--- src/rtl/hh_sched_pkg.sv ---
// -----------------------------------------------------------------------------
// hh_sched_pkg
// Shared types and default constants for the Hodgkin-Huxley PE scheduler.
//   sched_state_t  : scheduler FSM state encoding
//   neuron_state_t : layout of one neuron's state word {v, m, h, n}; the
//                    register file stores it flattened in this same order
//   *_DEF          : reset/initial values used as parameter defaults
// -----------------------------------------------------------------------------
package hh_sched_pkg;

    localparam int HH_DW = 22;

    typedef enum logic [2:0] {
        ST_IDLE,
        ST_LOAD,
        ST_ISSUE,
        ST_WAIT,
        ST_STORE,
        ST_SPIKE
    } sched_state_t;

    typedef struct packed {
        logic [HH_DW-1:0] v;
        logic [HH_DW-1:0] m;
        logic [HH_DW-1:0] h;
        logic [HH_DW-1:0] n;
    } neuron_state_t;

    localparam logic signed [HH_DW-1:0] V_REST_DEF   = -22'sd65;
    localparam logic        [HH_DW-1:0] M_INIT_DEF   = 22'd1;
    localparam logic        [HH_DW-1:0] H_INIT_DEF   = 22'd6;
    localparam logic        [HH_DW-1:0] N_INIT_DEF   = 22'd3;
    localparam logic signed [HH_DW-1:0] V_THRESH_DEF = 22'sd0;

endpackage

--- src/rtl/hh_state_rf.sv ---
// -----------------------------------------------------------------------------
// hh_state_rf
// Per-neuron state file ({v,m,h,n}, 4*DW bits per entry, reset to the
// configured initial values) plus a separate injected-current file (reset 0).
// Ports:
//   clk, reset      : clock, asynchronous active-low reset
//   rd_addr         : shared read index for both files (combinational read)
//   rd_state        : {v,m,h,n} of entry rd_addr
//   rd_i_inj        : I_inj of entry rd_addr
//   wr_en/addr/state: state write port
//   i_wr_en/addr/data: I_inj write port (configuration side)
// -----------------------------------------------------------------------------
module hh_state_rf
    import hh_sched_pkg::*;
#(
    parameter int              N_NEURONS = 8,
    parameter int              DW        = HH_DW,
    parameter int              AW        = 3,
    parameter logic [DW-1:0]   V_REST    = V_REST_DEF,
    parameter logic [DW-1:0]   M_INIT    = M_INIT_DEF,
    parameter logic [DW-1:0]   H_INIT    = H_INIT_DEF,
    parameter logic [DW-1:0]   N_INIT    = N_INIT_DEF
) (
    input  logic              clk,
    input  logic              reset,
    input  logic [AW-1:0]     rd_addr,
    output logic [4*DW-1:0]   rd_state,
    output logic [DW-1:0]     rd_i_inj,
    input  logic              wr_en,
    input  logic [AW-1:0]     wr_addr,
    input  logic [4*DW-1:0]   wr_state,
    input  logic              i_wr_en,
    input  logic [AW-1:0]     i_wr_addr,
    input  logic [DW-1:0]     i_wr_data
);

    logic [4*DW-1:0] state_arr [N_NEURONS];
    logic [DW-1:0]   i_inj_arr [N_NEURONS];

    // Each entry owns its registers so that the reset value can be loaded
    // into every entry at once.
    genvar gi;
    generate
        for (gi = 0; gi < N_NEURONS; gi++) begin : g_entry
            logic [4*DW-1:0] state_reg;
            logic [DW-1:0]   i_inj_reg;

            always_ff @(posedge clk or negedge reset) begin
                if (!reset) begin
                    state_reg <= {V_REST, M_INIT, H_INIT, N_INIT};
                    i_inj_reg <= '0;
                end else begin
                    if (wr_en && (wr_addr == AW'(gi)))
                        state_reg <= wr_state;
                    if (i_wr_en && (i_wr_addr == AW'(gi)))
                        i_inj_reg <= i_wr_data;
                end
            end

            assign state_arr[gi] = state_reg;
            assign i_inj_arr[gi] = i_inj_reg;
        end
    endgenerate

    assign rd_state = state_arr[rd_addr];
    assign rd_i_inj = i_inj_arr[rd_addr];

endmodule

--- src/rtl/hh_pe_scheduler.sv ---
// -----------------------------------------------------------------------------
// hh_pe_scheduler
// Time-multiplexes one Hodgkin-Huxley PE over N_NEURONS virtual neurons. Each
// tick runs LOAD -> ISSUE -> WAIT -> STORE for neurons 0..N_NEURONS-1 and
// reports upward threshold crossings of V as spike events (valid/ready).
// Optional feature macro: HH_SCHED_WATCHDOG_EN adds a WAIT watchdog
// (TIMEOUT parameter, sticky pe_err output).
// Ports:
//   clk, reset                  : clock, asynchronous active-low reset
//   tick                        : start one integration step
//   busy, overrun               : step in progress / sticky tick-while-busy
//   cfg_we, cfg_addr, cfg_data  : I_inj register file write
//   pe_start, pe_*_in           : PE launch pulse and held operands
//   pe_done, pe_*_out           : PE completion pulse and results
//   spike_valid/id/ready        : spike event handshake
//   cur_idx                     : neuron currently being processed
//   pe_err (watchdog only)      : sticky PE timeout flag
// -----------------------------------------------------------------------------
module hh_pe_scheduler
    import hh_sched_pkg::*;
#(
    parameter int                    N_NEURONS = 8,
    parameter int                    DW        = HH_DW,
    parameter int                    AW        = 3,
    parameter logic signed [DW-1:0]  V_REST    = V_REST_DEF,
    parameter logic        [DW-1:0]  M_INIT    = M_INIT_DEF,
    parameter logic        [DW-1:0]  H_INIT    = H_INIT_DEF,
    parameter logic        [DW-1:0]  N_INIT    = N_INIT_DEF,
    parameter logic signed [DW-1:0]  V_THRESH  = V_THRESH_DEF
`ifdef HH_SCHED_WATCHDOG_EN
    ,
    parameter int                    TIMEOUT   = 255
`endif
) (
    input  logic            clk,
    input  logic            reset,
    input  logic            tick,
    output logic            busy,
    output logic            overrun,
    input  logic            cfg_we,
    input  logic [AW-1:0]   cfg_addr,
    input  logic [DW-1:0]   cfg_data,
    output logic            pe_start,
    output logic [DW-1:0]   pe_v_in,
    output logic [DW-1:0]   pe_m_in,
    output logic [DW-1:0]   pe_h_in,
    output logic [DW-1:0]   pe_n_in,
    output logic [DW-1:0]   pe_i_in,
    input  logic            pe_done,
    input  logic [DW-1:0]   pe_v_out,
    input  logic [DW-1:0]   pe_m_out,
    input  logic [DW-1:0]   pe_h_out,
    input  logic [DW-1:0]   pe_n_out,
    output logic            spike_valid,
    output logic [AW-1:0]   spike_id,
    input  logic            spike_ready,
    output logic [AW-1:0]   cur_idx
`ifdef HH_SCHED_WATCHDOG_EN
    ,
    output logic            pe_err
`endif
);

    sched_state_t    state_reg, state_next;
    logic [AW-1:0]   idx_reg;
    logic            busy_reg, overrun_reg;
    logic            spike_valid_reg;
    logic [AW-1:0]   spike_id_reg;
    logic [DW-1:0]   v_in_reg, m_in_reg, h_in_reg, n_in_reg, i_in_reg;
    logic [DW-1:0]   v_res_reg, m_res_reg, h_res_reg, n_res_reg;
    logic [4*DW-1:0] rd_state;
    logic [DW-1:0]   rd_i_inj;
    logic            wd_expire;   // WAIT abandoned this cycle
    logic            skip_store;  // current STORE has no valid PE result
    logic            crossing, spike_stall, last_idx;

    hh_state_rf #(
        .N_NEURONS (N_NEURONS),
        .DW        (DW),
        .AW        (AW),
        .V_REST    (V_REST),
        .M_INIT    (M_INIT),
        .H_INIT    (H_INIT),
        .N_INIT    (N_INIT)
    ) u_rf (
        .clk       (clk),
        .reset     (reset),
        .rd_addr   (idx_reg),
        .rd_state  (rd_state),
        .rd_i_inj  (rd_i_inj),
        .wr_en     ((state_reg == ST_STORE) && !skip_store),
        .wr_addr   (idx_reg),
        .wr_state  ({v_res_reg, m_res_reg, h_res_reg, n_res_reg}),
        .i_wr_en   (cfg_we),
        .i_wr_addr (cfg_addr),
        .i_wr_data (cfg_data)
    );

    assign last_idx = (idx_reg == AW'(N_NEURONS - 1));

    // V_old is still held in the operand register during STORE.
    assign crossing    = !skip_store
                         && ($signed(v_in_reg)  <  V_THRESH)
                         && ($signed(v_res_reg) >= V_THRESH);
    // A second event cannot be queued while the first is still unaccepted.
    assign spike_stall = crossing && spike_valid_reg && !spike_ready;

    always_ff @(posedge clk or negedge reset) begin
        if (!reset)
            state_reg <= ST_IDLE;
        else
            state_reg <= state_next;
    end

    always_comb begin
        state_next = state_reg;
        case (state_reg)
            ST_IDLE:  if (tick) state_next = ST_LOAD;
            ST_LOAD:  state_next = ST_ISSUE;
            ST_ISSUE: state_next = ST_WAIT;
            ST_WAIT:  if (pe_done || wd_expire) state_next = ST_STORE;
            ST_STORE: begin
                if (spike_stall)
                    state_next = ST_SPIKE;
                else
                    state_next = last_idx ? ST_IDLE : ST_LOAD;
            end
            ST_SPIKE: if (spike_ready) state_next = last_idx ? ST_IDLE : ST_LOAD;
            default:  state_next = ST_IDLE;
        endcase
    end

    always_ff @(posedge clk or negedge reset) begin
        if (!reset) begin
            idx_reg         <= '0;
            busy_reg        <= 1'b0;
            overrun_reg     <= 1'b0;
            spike_valid_reg <= 1'b0;
            spike_id_reg    <= '0;
            v_in_reg        <= '0;
            m_in_reg        <= '0;
            h_in_reg        <= '0;
            n_in_reg        <= '0;
            i_in_reg        <= '0;
            v_res_reg       <= '0;
            m_res_reg       <= '0;
            h_res_reg       <= '0;
            n_res_reg       <= '0;
        end else begin
            // busy follows the state the FSM is entering, so it drops in the
            // cycle after the last write-back.
            busy_reg <= (state_next != ST_IDLE);
            if (tick && busy_reg)
                overrun_reg <= 1'b1;

            if ((state_reg == ST_IDLE) && tick)
                idx_reg <= '0;
            else if (((state_reg == ST_STORE) || (state_reg == ST_SPIKE))
                     && (state_next == ST_LOAD))
                idx_reg <= idx_reg + AW'(1);

            if (state_reg == ST_LOAD) begin
                {v_in_reg, m_in_reg, h_in_reg, n_in_reg} <= rd_state;
                i_in_reg <= rd_i_inj;
            end

            // PE results are only valid during pe_done; hold them for STORE.
            if ((state_reg == ST_WAIT) && pe_done) begin
                v_res_reg <= pe_v_out;
                m_res_reg <= pe_m_out;
                h_res_reg <= pe_h_out;
                n_res_reg <= pe_n_out;
            end

            if ((state_reg == ST_STORE) && crossing && !spike_stall) begin
                spike_valid_reg <= 1'b1;
                spike_id_reg    <= idx_reg;
            end else if ((state_reg == ST_SPIKE) && spike_ready) begin
                // Pending event leaves, stalled event takes its place.
                spike_id_reg    <= idx_reg;
            end else if (spike_valid_reg && spike_ready) begin
                spike_valid_reg <= 1'b0;
            end
        end
    end

`ifdef HH_SCHED_WATCHDOG_EN
    localparam int WDW = $clog2(TIMEOUT + 1);

    logic [WDW-1:0] wd_cnt_reg;
    logic           wd_to_reg;
    logic           pe_err_reg;

    // After TIMEOUT WAIT cycles without pe_done the neuron is skipped.
    assign wd_expire = (state_reg == ST_WAIT) && !pe_done
                       && (wd_cnt_reg == WDW'(TIMEOUT - 1));

    always_ff @(posedge clk or negedge reset) begin
        if (!reset) begin
            wd_cnt_reg <= '0;
            wd_to_reg  <= 1'b0;
            pe_err_reg <= 1'b0;
        end else begin
            if (state_reg == ST_ISSUE) begin
                wd_cnt_reg <= '0;
                wd_to_reg  <= 1'b0;
            end else if (state_reg == ST_WAIT) begin
                wd_cnt_reg <= wd_cnt_reg + WDW'(1);
            end
            if (wd_expire) begin
                wd_to_reg  <= 1'b1;
                pe_err_reg <= 1'b1;
            end
        end
    end

    assign skip_store = wd_to_reg;
    assign pe_err     = pe_err_reg;
`else
    assign wd_expire  = 1'b0;
    assign skip_store = 1'b0;
`endif

    assign busy        = busy_reg;
    assign overrun     = overrun_reg;
    assign pe_start    = (state_reg == ST_ISSUE);
    assign pe_v_in     = v_in_reg;
    assign pe_m_in     = m_in_reg;
    assign pe_h_in     = h_in_reg;
    assign pe_n_in     = n_in_reg;
    assign pe_i_in     = i_in_reg;
    assign spike_valid = spike_valid_reg;
    assign spike_id    = spike_id_reg;
    assign cur_idx     = idx_reg;

endmodule

--- config.mk ---
export PLATFORM = sky130hd
export DESIGN_NAME = hh_pe_scheduler
export DESIGN_NICKNAME = d
export VERILOG_FILES = /design/src/rtl/hh_sched_pkg.sv /design/src/rtl/hh_state_rf.sv /design/src/rtl/hh_pe_scheduler.sv
export SDC_FILE = /design/constraint.sdc
export NUM_CORES = 2
export LEC_CHECK = 0
export BUFFER_PORTS_ARGS = -buffer_cell sky130_fd_sc_hd__buf_2
export CORE_MARGIN = 2
export CORE_UTILIZATION = 60
export CTS_CLUSTER_DIAMETER = 150
export DETAILED_ROUTE_END_ITERATION = 16
export PLACE_DENSITY_LB_ADDON = 0.25
export REMOVE_ABC_BUFFERS = 1
export SLEW_MARGIN = 0
export SYNTH_ARGS = -nofsm -noshare
export SYNTH_HDL_FRONTEND = slang
export SYNTH_SLANG_ARGS = --single-unit
--- constraint.sdc ---
create_clock -name clk -period 2.95 [get_ports clk]
set_clock_uncertainty 0.05 [all_clocks]
set_input_delay 0.295 -clock clk [delete_from_list [all_inputs] [get_ports clk]]
set_output_delay 0.295 -clock clk [all_outputs]
set_load 0.05 [all_outputs]
# Yosys cells after proc, flatten, opt, wreduce, memory -nomap -nowiden
# Cells that the tools add are included.
[word_totals]
register_bits = 1090
in_bits = 119
output_inout_bits = 120
[op_classes]
n_addsub = 1
magnitude_cmp = 3
eq_ne = 21
mux = 19
bitwise_logic = 1
reduce_logical = 38
[op_table]
columns = ["cell", "count"]
rows = [
  ["binary-select mux 88 bit (select 3 bit)", 1],
  ["two-way mux 88 bit", 2],
  ["binary-select mux 22 bit (select 3 bit)", 1],
  ["two-way mux 22 bit", 2],
  ["== test 3 bit (second input constant)", 10],
  ["logical AND 1 bit", 27],
  ["two-way mux 3 bit", 8],
  [">= comparator 22 x 1 -> 1 bit (second input constant)", 1],
  ["< comparator 22 x 1 -> 1 bit (second input constant)", 1],
  ["== test 3 x 2 -> 1 bit (second input constant)", 6],
  ["case mux 3 bit (6 select lines)", 1],
  ["== test 3 x 1 -> 1 bit (second input constant)", 4],
  ["logical NOT 3 bit", 3],
  ["nonzero test 2 bit", 3],
  [">= comparator 4 bit (second input constant)", 1],
  ["two-way mux 1 bit", 4],
  ["NOT 3 -> 4 bit", 1],
  ["adder 3 x 1 -> 3 bit (second input constant)", 1],
  ["nonzero test 3 bit", 1],
  ["logical NOT 1 bit", 2],
  ["!= test 2 bit (second input constant)", 1],
  ["AND reduction 2 bit", 1],
  ["logical OR 1 bit", 1],
]

# Logic depth before layout (Yosys ltp)
[logic_depth]
depth_word = 10
ltp_mapped = 10
depth_no_buf = 5

# Hierarchy
# A second synthesis with hierarchy kept.
[hier_totals]
hier_cells = 2731
hier_area_um2 = 47454.3
[by_module_without_submodules]
columns = ["mod", "n_inst", "cells_each", "area_per_inst_um2", "seq_area_each_um2"]
rows = [
  ["hh_state_rf", 1, 2262, 39460.3, 22281.4],
  ["hh_pe_scheduler", 1, 469, 7993.9, 5255.0],
]

# Worst setup path before layout
# OpenSTA, ideal clock, no wires.
[synth_timing]
path_type = "register -> register"
from = "register idx_reg[0], in the netlist cur_idx[0]"
to = "register u_rf.g_entry[6].state_reg[72]"
setup_ns = 0.125
t_arrival_ns = 2.566
setup_slack_ns = 0.209
path_stages_with_launch = 11
n_path_buf = 6
synth_period_minus_slack_ns = 2.741
path_cell_list = "dfrtp_1 -> buf_2 -> buf_2 -> buf_2 -> inv_1 -> ha_1 -> and4_1 -> buf_2 -> buf_4 -> buf_4 -> mux2_2"
[synth_via]
elab_chain_len = 2
[synth_lines]
columns = ["element", "line_no", "source"]
rows = [
  ["from (decl)", "hh_pe_scheduler.sv:65", "logic [AW-1:0] idx_reg;"],
  ["from (signal assigned)", "hh_pe_scheduler.sv:160", "idx_reg <= idx_reg + AW'(1);"],
  ["== test 3 bit", "hh_state_rf.sv:53", "if (wr_en && (wr_addr == AW'(gi)))"],
  ["logical AND 1 bit", "hh_state_rf.sv:53", ""],
  ["to (signal assigned)", "hh_state_rf.sv:50", "state_reg <= {V_REST, M_INIT, H_INIT, N_INIT};"],
  ["to (signal assigned)", "hh_state_rf.sv:54", "state_reg <= wr_state;"],
  ["to (decl)", "hh_state_rf.sv:45", "logic [4*DW-1:0] state_reg;"],
]
# No other way between the ends.
# A chain may end at the register's enable or synchronous reset.

# Final worst setup path
[layout_timing]
from = "register idx_reg[0], in the netlist cur_idx[0]"
to = "register u_rf.g_entry[4].state_reg[12]"
[layout_via]
elab_chain_len = 2
[layout_lines]
columns = ["element", "line_no"]
rows = [
  ["== test 3 bit", "hh_state_rf.sv:53"],
  ["logical AND 1 bit", "hh_state_rf.sv:53"],
  ["to (signal assigned)", "hh_state_rf.sv:50"],
  ["to (signal assigned)", "hh_state_rf.sv:54"],
  ["to (decl)", "hh_state_rf.sv:45"],
]
# No other way between the ends.

==> results.cfg <==
[cts]
htreeDepth = 3
cts_tree = yes
clk_latency_ns = 0.68
cts_root_buf = clkbuf_16
clk_pin_slew_ns = 0.07
cts_buffers = 111
post_cts.resized_instances = 0
cts_buffer_depth = 3
cts.sinks = 1090

[logic_synthesis]
post_synth_instance_area_um2 = 47600
synth_flop_cell = dfrtp_1
synth-edff-count = 0
syn_area_per_cell_um2 = 14.2
yosysSeqAreaShare = 0.579
ys_types = 42
yosysWarnings = 0
ys_ff_latch = 1090
synth-async-reset-ratio = 1.00
synth_cells = 3348

[finish]
multi_input_area_um2 = 19000
num-fill-cells = 5229
design_area_um2 = 55500
most-common-layout-cells = mux2_2, dfrtp_1, mux2i_1, buf_2, nand2_1
final_common_cell = mux2_2
final_nets = 3792
final_core_util = 0.704
drive_gt1_frac = 0.449
area.growth.synth_to_final_pct = 16.5
seqCellArea_um2 = 27500
largest_register_ffs = 704

[critical_path]
r2r_end = u_rf.g_entry[4].state_reg[12]
worst_setup_path_end_kind = flop
cpPeakStageDelay_ns = 0.64
critPathRequiredTime_ns = 3.47
worstRegToRegCells = 5
rrSetupSlack_ns = 0.53
reg2reg_from = cur_idx[0]
crit_fanout = 27
arrival_ns = 2.94
crit_path_cell_trace = inv_1, ha_1, nand3_4, buf_12, mux2_2
critPathLaunchType = flop
cp_slowest_cell = dfrtp_4
criticalPathCategory = flop to flop

[sta]
rsz0062_at_grt = false
setup_tns_ns = 0
period_share = 0.821
setup_slack_ns = 0.528
max_freq_mhz = 413
timing_hold_violations_final = 0
period_minus_slack_ns = 2.42
hold_ws_ns = 0.0993
tightest_slew_ns = 0.894
finalSetupViolations = 0
slew_headroom = 0.404
slew_violations = 0

[route]
vias_per_cell = 6.06
wl_per_cell_um = 24.0
drt_iter0_drc = 1714
num_vias = 29200
route.final.wire_length_um = 115000
drtAntennaViolNets = 0
drc = 0
drt_first_pass_iters = 7

[grt]
grt_antenna_before_repair = 4
grt_pass1_wl_um = 182000
grt_max_degree = 135
grt_overflow = 0
grt_pass1_vias = 31600
grt.total_usage = 0.284

[floorplanning]
start_util = 0.604
die_area_um2 = 81600
io_pins = 239
num_rows = 103
core_um2 = 78700
die_w_um = 286
die_y_um = 286

[job]
maxCapViolCount = 0

[place]
placed_area_um2 = 50400
hpwl_um = 66800
post-place-ws_ns = 0.564
place_congestion = 0.793
io_buffers = 238

[power_and_ir_drop]
power_density_nw_per_um2 = 991
leakagePower_nw = 25.8
ir_drop_mv = 0.703

[min_path]
hold_path_class = input port to asynchronous set/reset pin

[outcome]
status = finished clean
power breakdown:
| part | leakage (nW) | switching, mW | internal [mW] |
|---|---|---|---|
| clock network | 1.90 | 5.93 | 8.88 |
| registers | 13.7 | 3.73 | 19.9 |
| logic | 10.2 | 9.27 | 7.23 |
final cells by class:
cell class / count / share of cell area
Clock inverter: 40 / 0.0125
Timing Repair Buffer: 434 / 0.0653
Clock buffer: 172 / 0.0582
Multi-Input combinational cell: 2024 / 0.343
Antenna cell: 3 / 0.000135
Sequential cell: 1090 / 0.497
Tap cell: 1050 / 0.0237
Inverter: 6 / 0.000406
what timing repair did:
item                                   in CTS  in global routing
hold buffers                              114                  0
buffers inserted                            0                  0
endpoints found under the hold margin     511                  0
cells in the mapped netlist, types with 5 or more instances:
library cell | count | area, um2
a22oi_1 | 221 | 1660
buf_1 | 10 | 37.5
buf_2 | 136 | 681
buf_4 | 12 | 90.1
buf_6 | 6 | 67.6
clkbuf_1 | 64 | 240
dfrtp_1 | 882 | 22100
dfstp_2 | 208 | 5470
ha_1 | 6 | 75.1
inv_1 | 6 | 22.5
mux2_1 | 5 | 56.3
mux2_2 | 946 | 10700
mux2_4 | 20 | 300
mux2i_1 | 442 | 4420
nand2_1 | 223 | 837
nand3_1 | 112 | 561
nor2_1 | 6 | 22.5
worst max-delay path by stage:
| stage | start | end | slack [ns] |
|---|---|---|---|
| 3_5_place_dp | cur_idx[0] | u_rf.g_entry[4].state_reg[12] | 0.56 |
| 2_1_floorplan | cur_idx[0] | u_rf.g_entry[7].state_reg[10] | -14.92 |
| 3_3_place_gp | cur_idx[0] | u_rf.g_entry[4].state_reg[38] | 0.61 |
| 4_1_cts | cur_idx[0] | u_rf.g_entry[4].state_reg[46] | 0.56 |
| 6_report | cur_idx[0] | u_rf.g_entry[4].state_reg[12] | 0.53 |
| 5_1_grt | cur_idx[0] | u_rf.g_entry[4].state_reg[65] | 0.49 |
per-layer routing:
metal,GRT usage,vias up,wire length [um]
met3,0.0392,194,5320
met4,0.0912,4,2930
met2,0.480,756,57700
met5,0,-,26
li1,-,12800,-
met1,0.382,15400,49500
kinds of logic after synthesis:
| group | count (synthesis) | synth area share |
|---|---|---|
| AND/OR/NAND/NOR | 376 | 0.0351 |
| multiplexers | 1413 | 0.324 |
| XOR/XNOR | 1 | 0.000184 |
| flip-flops | 1090 | 0.579 |
| buffers and inverters | 234 | 0.0239 |
| adder cells (fa/ha/maj) | 6 | 0.00158 |
| AO/OA/AOI/OAI | 228 | 0.0364 |
through the flow:
| stage | cells | power, mW |
|---|---|---|
| finish | 4819 | 55.0 |
| detailed placement | 4490 | 40.1 |
| global placement | 4490 | 39.1 |
| global route | 4817 | 57.6 |
| CTS | 4816 | 55.2 |
| floorplan | 3120 | 34.0 |
worst max-delay path: cells and delay by family, from the launching register on:
| kind | cells | cell delay (ns) |
|---|---|---|
| adder cells (fa/ha/maj) | 1 | 0.25 |
| buffers and inverters | 2 | 0.56 |
| flip-flops | 1 | 0.64 |
| multiplexers | 1 | 0.30 |
| AND/OR/NAND/NOR | 1 | 0.48 |
No activity file was read; power rests on OpenSTA's default activity.
